==> src/rtl/decode_stage.sv <==
// ---------------------------------------------------------------------------
// decode_stage
//   Registered RV32I/RV64I base-ISA decode stage sitting between fetch and
//   execute. Instructions arrive on a valid/ready handshake, are decoded
//   combinationally and captured into an output register (OR). A one-entry
//   skid register (SR) absorbs the instruction that was accepted while OR was
//   stalled. A one-cycle bubble is inserted when the instruction in OR reads
//   the destination of a LOAD that left OR on the previous edge.
//
//   Build option: define DECODE_M_EXT_EN to accept the OP / funct7=0000001
//   (MUL/DIV) group as legal R-type instructions.
//
// Ports
//   clk, rst_n               clock (rising edge), async active-low reset
//   flush                    drop everything held (OR, SR, load tracking)
//   in_valid/in_ready        fetch handshake; in_ready is a flop (= !SR valid)
//   in_instr, in_pc          instruction word and its address
//   out_valid/out_ready      execute handshake
//   out_pc                   address of the decoded instruction
//   out_ra1/ra2/wa3          rs1/rs2/rd, zero where the format lacks the field
//   out_imm                  sign-extended immediate (0 for R/MISC_MEM/SYSTEM)
//   out_funct3/out_funct7    raw instr[14:12] / instr[31:25]
//   out_src1_sel             0 = rs1, 1 = PC
//   out_src2_sel             0 = rs2, 1 = imm
//   out_wd3_sel              0 = ALU, 1 = memory
//   out_we3/out_wem          register-file / memory write enables
//   out_branch/jal/jalr      control-transfer class
//   out_illegal              unrecognised encoding; all enables forced 0
// ---------------------------------------------------------------------------
module decode_stage #(
    parameter int XLEN = 32,
    parameter int PC_W = 32
) (
    input  logic            clk,
    input  logic            rst_n,
    input  logic            flush,
    input  logic            in_valid,
    output logic            in_ready,
    input  logic [31:0]     in_instr,
    input  logic [PC_W-1:0] in_pc,
    output logic            out_valid,
    input  logic            out_ready,
    output logic [PC_W-1:0] out_pc,
    output logic [4:0]      out_ra1,
    output logic [4:0]      out_ra2,
    output logic [4:0]      out_wa3,
    output logic [XLEN-1:0] out_imm,
    output logic [2:0]      out_funct3,
    output logic [6:0]      out_funct7,
    output logic            out_src1_sel,
    output logic            out_src2_sel,
    output logic            out_wd3_sel,
    output logic            out_we3,
    output logic            out_wem,
    output logic            out_branch,
    output logic            out_jal,
    output logic            out_jalr,
    output logic            out_illegal
);

`ifdef DECODE_M_EXT_EN
    localparam bit M_EXT_EN = 1'b1;
`else
    localparam bit M_EXT_EN = 1'b0;
`endif

    localparam logic [6:0] OPC_LUI    = 7'b0110111;
    localparam logic [6:0] OPC_AUIPC  = 7'b0010111;
    localparam logic [6:0] OPC_JAL    = 7'b1101111;
    localparam logic [6:0] OPC_JALR   = 7'b1100111;
    localparam logic [6:0] OPC_BRANCH = 7'b1100011;
    localparam logic [6:0] OPC_LOAD   = 7'b0000011;
    localparam logic [6:0] OPC_STORE  = 7'b0100011;
    localparam logic [6:0] OPC_OP_IMM = 7'b0010011;
    localparam logic [6:0] OPC_OP     = 7'b0110011;
    localparam logic [6:0] OPC_MISC   = 7'b0001111;
    localparam logic [6:0] OPC_SYSTEM = 7'b1110011;

    typedef struct packed {
        logic [PC_W-1:0] pc;
        logic [4:0]      ra1;
        logic [4:0]      ra2;
        logic [4:0]      wa3;
        logic [XLEN-1:0] imm;
        logic [2:0]      funct3;
        logic [6:0]      funct7;
        logic            src1_sel;
        logic            src2_sel;
        logic            wd3_sel;
        logic            we3;
        logic            wem;
        logic            branch;
        logic            jal;
        logic            jalr;
        logic            illegal;
    } dec_t;

    function automatic logic [XLEN-1:0] sx(input logic [31:0] v);
        return XLEN'($signed(v));
    endfunction

    // ---------------------------------------------------------------------
    // Combinational decode of the incoming word
    // ---------------------------------------------------------------------
    logic [6:0]  opc;
    logic [2:0]  f3;
    logic [6:0]  f7;
    logic [4:0]  rs1, rs2, rd;
    logic [31:0] imm_i, imm_s, imm_b, imm_u, imm_j;
    logic        shift_bad;
    logic        bad;
    dec_t        dec;

    assign opc   = in_instr[6:0];
    assign f3    = in_instr[14:12];
    assign f7    = in_instr[31:25];
    assign rs1   = in_instr[19:15];
    assign rs2   = in_instr[24:20];
    assign rd    = in_instr[11:7];
    assign imm_i = {{20{in_instr[31]}}, in_instr[31:20]};
    assign imm_s = {{20{in_instr[31]}}, in_instr[31:25], in_instr[11:7]};
    assign imm_b = {{19{in_instr[31]}}, in_instr[31], in_instr[7],
                    in_instr[30:25], in_instr[11:8], 1'b0};
    assign imm_u = {in_instr[31:12], 12'b0};
    assign imm_j = {{11{in_instr[31]}}, in_instr[31], in_instr[19:12],
                    in_instr[20], in_instr[30:21], 1'b0};

    // Immediate shifts: shamt is 5 bits on RV32 and 6 bits on RV64, so the
    // bits above it must be 0 (or 010000x for SRAI).
    always_comb begin
        shift_bad = 1'b0;
        if (XLEN == 64) begin
            if (f3 == 3'b001)
                shift_bad = (in_instr[31:26] != 6'b000000);
            else if (f3 == 3'b101)
                shift_bad = (in_instr[31:26] != 6'b000000) &&
                            (in_instr[31:26] != 6'b010000);
        end else begin
            if (f3 == 3'b001)
                shift_bad = (f7 != 7'b0000000);
            else if (f3 == 3'b101)
                shift_bad = (f7 != 7'b0000000) && (f7 != 7'b0100000);
        end
    end

    always_comb begin
        dec        = '0;
        dec.pc     = in_pc;
        dec.funct3 = f3;
        dec.funct7 = f7;
        bad        = 1'b0;
        case (opc)
            OPC_LUI: begin
                dec.wa3 = rd; dec.imm = sx(imm_u); dec.src2_sel = 1'b1; dec.we3 = 1'b1;
            end
            OPC_AUIPC: begin
                dec.wa3 = rd; dec.imm = sx(imm_u); dec.src1_sel = 1'b1;
                dec.src2_sel = 1'b1; dec.we3 = 1'b1;
            end
            OPC_JAL: begin
                dec.wa3 = rd; dec.imm = sx(imm_j); dec.src1_sel = 1'b1;
                dec.src2_sel = 1'b1; dec.we3 = 1'b1; dec.jal = 1'b1;
            end
            OPC_JALR: begin
                dec.ra1 = rs1; dec.wa3 = rd; dec.imm = sx(imm_i);
                dec.src2_sel = 1'b1; dec.we3 = 1'b1; dec.jalr = 1'b1;
            end
            OPC_BRANCH: begin
                bad = (f3 == 3'b010) || (f3 == 3'b011);
                dec.ra1 = rs1; dec.ra2 = rs2; dec.imm = sx(imm_b); dec.branch = 1'b1;
            end
            OPC_LOAD: begin
                dec.ra1 = rs1; dec.wa3 = rd; dec.imm = sx(imm_i);
                dec.src2_sel = 1'b1; dec.wd3_sel = 1'b1; dec.we3 = 1'b1;
            end
            OPC_STORE: begin
                dec.ra1 = rs1; dec.ra2 = rs2; dec.imm = sx(imm_s);
                dec.src2_sel = 1'b1; dec.wem = 1'b1;
            end
            OPC_OP_IMM: begin
                bad = shift_bad;
                dec.ra1 = rs1; dec.wa3 = rd; dec.imm = sx(imm_i);
                dec.src2_sel = 1'b1; dec.we3 = 1'b1;
            end
            OPC_OP: begin
                bad = !((f7 == 7'b0000000) ||
                        (f7 == 7'b0100000 && (f3 == 3'b000 || f3 == 3'b101)) ||
                        (M_EXT_EN && f7 == 7'b0000001));
                dec.ra1 = rs1; dec.ra2 = rs2; dec.wa3 = rd; dec.we3 = 1'b1;
            end
            // FENCE and SYSTEM carry no register or immediate operands here.
            OPC_MISC, OPC_SYSTEM: ;
            default: bad = 1'b1;
        endcase
        if (bad) begin
            dec         = '0;
            dec.pc      = in_pc;
            dec.funct3  = f3;
            dec.funct7  = f7;
            dec.illegal = 1'b1;
        end
    end

    // ---------------------------------------------------------------------
    // Output register, skid register and load-use tracking
    // ---------------------------------------------------------------------
    dec_t       or_q, or_d, sr_q, sr_d;
    logic       or_valid_q, or_valid_d;
    logic       sr_valid_q, sr_valid_d;
    logic       in_ready_q, in_ready_d;
    logic       ld_pending_q, ld_pending_d;
    logic [4:0] ld_rd_q, ld_rd_d;
    logic       stall, accept, xfer;

    assign stall = ld_pending_q &&
                   ((or_q.ra1 != 5'd0 && or_q.ra1 == ld_rd_q) ||
                    (or_q.ra2 != 5'd0 && or_q.ra2 == ld_rd_q));
    assign out_valid = or_valid_q && !stall;
    assign in_ready  = in_ready_q;
    // Flush overrides both handshakes at the edge.
    assign accept = in_valid && in_ready_q && !flush;
    assign xfer   = out_valid && out_ready && !flush;

    always_comb begin
        or_d         = or_q;
        or_valid_d   = or_valid_q;
        sr_d         = sr_q;
        sr_valid_d   = sr_valid_q;
        ld_pending_d = 1'b0;
        ld_rd_d      = ld_rd_q;
        if (flush) begin
            or_valid_d = 1'b0;
            sr_valid_d = 1'b0;
        end else if (xfer) begin
            if (or_q.wd3_sel && or_q.wa3 != 5'd0) begin
                ld_pending_d = 1'b1;
                ld_rd_d      = or_q.wa3;
            end
            // accept cannot coincide with a full SR since in_ready is low then
            if (sr_valid_q) begin
                or_d       = sr_q;
                sr_valid_d = 1'b0;
            end else if (accept) begin
                or_d = dec;
            end else begin
                or_valid_d = 1'b0;
            end
        end else if (accept) begin
            if (!or_valid_q) begin
                or_d       = dec;
                or_valid_d = 1'b1;
            end else begin
                sr_d       = dec;
                sr_valid_d = 1'b1;
            end
        end
        in_ready_d = !sr_valid_d;
    end

    always_ff @(posedge clk or negedge rst_n) begin
        if (!rst_n) begin
            or_q         <= '0;
            sr_q         <= '0;
            or_valid_q   <= 1'b0;
            sr_valid_q   <= 1'b0;
            in_ready_q   <= 1'b1;
            ld_pending_q <= 1'b0;
            ld_rd_q      <= 5'd0;
        end else begin
            or_q         <= or_d;
            sr_q         <= sr_d;
            or_valid_q   <= or_valid_d;
            sr_valid_q   <= sr_valid_d;
            in_ready_q   <= in_ready_d;
            ld_pending_q <= ld_pending_d;
            ld_rd_q      <= ld_rd_d;
        end
    end

    assign out_pc       = or_q.pc;
    assign out_ra1      = or_q.ra1;
    assign out_ra2      = or_q.ra2;
    assign out_wa3      = or_q.wa3;
    assign out_imm      = or_q.imm;
    assign out_funct3   = or_q.funct3;
    assign out_funct7   = or_q.funct7;
    assign out_src1_sel = or_q.src1_sel;
    assign out_src2_sel = or_q.src2_sel;
    assign out_wd3_sel  = or_q.wd3_sel;
    assign out_we3      = or_q.we3;
    assign out_wem      = or_q.wem;
    assign out_branch   = or_q.branch;
    assign out_jal      = or_q.jal;
    assign out_jalr     = or_q.jalr;
    assign out_illegal  = or_q.illegal;

endmodule

==> config.mk <==
export PLATFORM = sky130hd
export DESIGN_NAME = decode_stage
export DESIGN_NICKNAME = d
export VERILOG_FILES = /design/src/rtl/decode_stage.sv
export SDC_FILE = /design/constraint.sdc
export NUM_CORES = 1
export LEC_CHECK = 0
export BUFFER_PORTS_ARGS = -buffer_cell sky130_fd_sc_hd__buf_2
export CORE_MARGIN = 2
export CORE_UTILIZATION = 47
export CTS_CLUSTER_DIAMETER = 40
export CTS_CLUSTER_SIZE = 14
export DETAILED_ROUTE_END_ITERATION = 10
export PLACE_DENSITY_LB_ADDON = 0.15
export SYNTH_ARGS = -nofsm -noshare
export SYNTH_HDL_FRONTEND = slang
export SYNTH_SLANG_ARGS = --single-unit
export TNS_END_PERCENT = 30
==> constraint.sdc <==
create_clock -name clk -period 3.9 [get_ports clk]
set_clock_uncertainty 0.05 [all_clocks]
set_input_delay 0 -clock clk [delete_from_list [all_inputs] [get_ports clk]]
set_output_delay 0 -clock clk [all_outputs]
set_load 0.03 [all_outputs]
# Yosys cells after proc, flatten, opt, wreduce, memory -nomap -nowiden
# Cells that the tools add are included.
# classes
n_eq_ne	22
mux	33
n_bitwise	2
reduce_logical	40
# ops
cell	count
$mux 98	5
$pmux 32 s5	1
$mux 66	1
$eq 7x6->1 const B	4
$eq 7x7->1 const B	4
$mux 1	22
$mux 5	3
$reduce_bool 5->1	3
$eq 7x5->1 const B	2
$reduce_or 7->1	2
$logic_and 1x1->1	11
$eq 5x5->1	2
$reduce_and 4->1	2
$reduce_or 8->1	1
$eq 7x2->1 const B	1
$eq 7x4->1 const B	1
$logic_not 7->1	1
$ne 7x6->1 const B	1
$reduce_bool 7->1	1
$eq 3x2->1 const B	2
$ne 3x3->1 const B	2
$reduce_and 3->1	2
$reduce_or 3->1	2
$reduce_or 6->1	1
11 further kinds	20
# totals
ff_bits	205
input_bits	69
output_inout_bits	100
elab_cells	134

# Depth between registers and ports, before layout
# depth
word_depth	11
ltp_mapped	9
mapped_depth_nobuf	6

# Worst setup path after synthesis
# Ideal clock, no wire load.
# synth_path
path_type	flip-flop to flip-flop
start	register or_q, in the netlist out_ra2[0]
end	register or_q, in the netlist out_pc[21]
setup_time_ps	125
arrival_time_ps	2473
t_required_ps	3725
setup_slack_ps	1252
stages_incl_launch_ff	9
path_buffers	2
period_less_slack_ps	2648
cell_sequence	dfrtp_1 -> or4_1 -> a21oi_2 -> o22ai_2 -> a21boi_0 -> buf_2 -> buf_2 -> mux2_2 -> mux2_2
# synth_via
elab_chain_len	10
elab_cells_between_ends	13
classes_between	eq/ne: 2; mux: 1; reduce/logical: 10
# synth_rtl
element	line_no	rtl
from (decl)	207	dec_t or_q, or_d, sr_q, sr_d;
from (signal assigned)	270	or_q <= or_d;
$eq 5x5->1 or $reduce_bool 5->1 (tied branches)	217	(or_q.ra2 != 5'd0 && or_q.ra2 == ld_rd_q));
$logic_and 1x1->1 *	217	
$logic_or 1x1->1 *	216	((or_q.ra1 != 5'd0 && or_q.ra1 == ld_rd_q) ||
$logic_and 1x1->1 *	215	assign stall = ld_pending_q &&
$logic_not 1->1 *	218	assign out_valid = or_valid_q && !stall;
$logic_and 1x1->1 *	218	
$logic_and 1x1->1 * (2 in series)	222	assign xfer = out_valid && out_ready && !flush;
$ne 2x1->1 (no line) or $reduce_bool 2->1 (tied branches)	n/a	
$reduce_and 4->1 (no line)	n/a	
# Every way passes the cells marked *; elsewhere a longest branch is shown, timed or not.
# A chain may end at the register's enable or synchronous reset.

# Final worst setup path
# layout_path
start	register or_valid_q
end	register or_q, in the netlist out_pc[31]
# layout_via
elab_chain_len	5
elab_cells_between_ends	7
classes_between	eq/ne: 1; mux: 1; reduce/logical: 5
# layout_rtl
element	line_no	rtl
from (decl)	208	logic or_valid_q, or_valid_d;
from (signal assigned)	272	or_valid_q <= or_valid_d;
$logic_and 1x1->1	218	
$logic_and 1x1->1 (2 in series)	222	
$ne 2x1->1 (no line) or $reduce_bool 2->1 (tied branches)	n/a	
$reduce_and 4->1 (no line)	n/a	
# Several ways; a longest one is shown, not always the timed one.

==> results by group <==
Synth
  – Count of cell types in the netlist: 59
  – Compound-cell area share of the yosys netlist: 6.619%
  – Mapped Nets: 887
  – Synth Instances: 818
  – Xor-xnor portion of the synthesized cell area: 0.7610%
  – Synth Warn #: 0
  – Mapped Area: 10360 sq um
  – EDFF count, synth: 0
  – Register area share after synthesis: 49.53%
  – Area share of fa/ha/maj cells after synthesis: 0%
  – Top_reg_cell synth: dfrtp_1
  – Simple-gate share of the synthesized area: 7.960%
  – Largest family of logic cells by synthesized area: multiplexers
  – Mux cell area share after synthesis: 30.63%
  – Syn_area_per_cell: 12.66 sq um
  – Register bit count reported by yosys: 205
  – Async S/R FF share, synth: 100.0%

Route
  – Final ANT Viol Nets: 0
  – Number of remaining DRC errors: 0
  – DRT Pass-1 Iters: 4
  – Vias: 7257
  – DRT iter0 DRCs: 367
  – Via/cell ratio: 5.364
  – Routed WL per cell: 18.66 um
  – Routed WL: 25250 um

Placement
  – Post-DP HPWL: 16220 um
  – # port buffers: 168
  – Gpl congestion: 0.8477
  – Placed instance area: 11440 sq um

Timing
  – Slew at the pin closest to its max-slew limit: 920.7 ps
  – Fmax: 350.0 MHz
  – Setup TNS: 0 ps
  – Final hold vios: 0
  – RSZ-0062 raised after global routing: false
  – Slew margin rel.: 37.78%
  – Fin crit period: 2857 ps
  – Period utilization: 73.26%
  – Final setup violation count: 0
  – Final Max Tran Viols: 0

Floorplanning
  – Area of the core: 21760 sq um
  – Die Y-Extent: 152.5 um
  – Total die area: 23240 sq um
  – Row Count: 54
  – IO Count: 169
  – Initial Util: 47.61%
  – Die X: 152.5 um

GRT
  – GR Overflow Total: 0
  – Initial antenna violation count: 0
  – First-pass GRT wire length: 40990 um
  – Largest net degree at the start of global routing: 95
  – Vias in the first global route: 7464
  – Total track usage: 21.73%

Cells and area
  – ANT cells: 0
  – Nets: 1115
  – Post-route cell area: 13270 sq um
  – Layout cells sized above 1: 46.04%
  – Area growth, synth to finish: 28.11%

Clocking
  – # resized after CTS: 0
  – Worst-case clock buffer depth: 3
  – Clock root buffer: clkbuf_16
  – Hold buffers post-CTS: 63
  – Number of buffers created by CTS: 35
  – CTS Sinks: 205
  – H-Tree Depth: 2
  – Setup bufs post-CTS: 0
  – Clock transition at the registers of the reported paths: 50 ps
  – Worst skew pair latency: 510 ps
  – CTS tree: yes

Hold path
  – Class of the tightest hold or removal check: primary input to register

Pwr
  – Max IR drop VDD: 0.0003950 V
  – LEAKAGE: 6.284 nW
  – PD cells: 508.2 nW/um^2

Critical path
  – Crit path cell chain: nor2b_1, and3_1, buf_4, a21boi_4, buf_12, mux2_2, mux2_2
  – CP Class: register to register
  – Arrival @ worst endpoint: 3190 ps
  – CP bufs+invs: 2
  – Slowest stage cell, crit path: dfrtp_1
  – Most Frequent Cell on Critical Path: mux2_2
  – Startpoint types: register
  – CP peak stage delay: 430 ps
  – WP data required: 4230 ps
  – CP endpoint kind: register
  – Top delay family on crit path: multiplexers
  – CP max FO: 55

Run status
  – Status: finished, final reports clean

Run
  – Max-cap violations: 0
-- worst register-to-register path, cell delays in order (launching register included) --
cell	delay, ps
dfrtp_1	430
nor2b_1	410
and3_1	240
buf_4	320
a21boi_4	290
buf_12	310
mux2_2	430
mux2_2	270
-- stage by stage --
step	total power, W	util (%)	setup slack [ps]	hold slack [ps]	instances
final	0.006744	61.00	1043	12.03	1353
after global routing	0.007030	61.00	919.9	22.20	1353
after detailed placement	0.003607	52.59	1092	76.82	1226
after global placement	0.003586	52.59	1073	79.17	1226
after floorplan	0.003266	-	1252	-345.6	818
after CTS	0.006823	61.00	1081	0.9738	1353
-- power breakdown --
part	leakage (nW)	internal (W)	switching [W]
Sequential	2.66	0.00242	0.000140
Combinational	3.03	0.000457	0.000597
Clock	0.591	0.00205	0.00108
-- routing by layer --
layer | global-route usage, % | up-vias | routed length, um
met2 | 34.47 | 214 | 11810
li1 | - | 3404 | -
met1 | 29.70 | 3590 | 11290
met5 | 0 | - | 0
met4 | 7.099 | 0 | 639
met3 | 5.063 | 49 | 1516
-- registers in the layout, indices dropped and copies added, names as in the netlist --
register	flops
out_funct3	3
out_we3	1
out_ra1	5
ld_pending_q	1
out_wem	1
out_src1_sel	1
or_valid_q	1
out_src2_sel	1
out_imm	32
out_jal	1
out_wd3_sel	1
out_illegal	1
out_wa3	5
ld_rd_q	5
out_ra2	5
out_jalr	1
sr_q	98
out_funct7	7
out_pc	32
out_branch	1
in_ready	1
sr_valid_q	1
-- logic make-up after synthesis --
family,after synthesis
flip-flops,205
multiplexers,270
AND/OR/NAND/NOR,152
buffers and inverters,92
XOR/XNOR,9
AO/OA/AOI/OAI,90
-- cell usage in the layout, fill, tap and decap left out, types with 7 or more instances in the layout --
master,n
a21oi_1,22
a32oi_1,16
and2_1,20
buf_2,167
buf_4,11
clkbuf_16,35
clkinv_2,8
dfrtp_1,204
dlygate4sd3_1,63
inv_1,36
mux2_2,189
mux2_4,46
mux2i_1,32
nand2_1,48
nand3_1,10
nor2_1,21
nor2b_1,7
nor3b_1,20
o32a_1,8
xnor2_1,8
-- final timing paths --
kind	start	end	cells past startpoint	slack, ps
max	or_valid_q	out_pc[31]	7	1040
min	in_instr[9]	sr_q[21]	4	10
min in group asynchronous	rst_n	out_imm[22]	2	30
max reg2reg	or_valid_q	out_pc[31]	7	1040
min reg2reg	sr_q[83]	sr_q[83]	1	430
max in group asynchronous	rst_n	out_imm[9]	3	2790
-- layout make-up --
type / count / area [sq um]
timing repair buffer: 247 / 1663
tap: 280 / 350.3
clock inverter: 22 / 266.5
fill: 1806 / 8486
inverter: 36 / 135.1
multi-input combinational: 521 / 4792
sequential: 205 / 5131
clock buffer: 42 / 932.1
-- cells in the mapped netlist, drive strengths merged (2+ instances only) --
cell type	count	area share, %
a21oi	26	1.4
o32a	8	0.77
clkbuf	22	0.80
o21ai	6	0.29
nor3b	20	1.4
a211o	2	0.17
nand3	10	0.48
nand2b	3	0.18
o211ai	2	0.14
a211oi	2	0.19
xnor2	8	0.68
o2bb2ai	2	0.17
or4	4	0.33
inv	36	1.3
o31ai	3	0.22
mux2	238	28
and3	4	0.24
nand4	2	0.12
a32oi	16	1.4
buf	34	2.4
and2	21	1.3
nor3	6	0.51
nor2b	7	0.42
dfrtp	204	49
o22ai	3	0.24
o32ai	6	0.51
a21boi	2	0.14
a22o	4	0.34
nand2	49	1.8
mux2i	32	3.1
nor2	21	0.76
No activity file was read; power rests on OpenSTA's default activity.
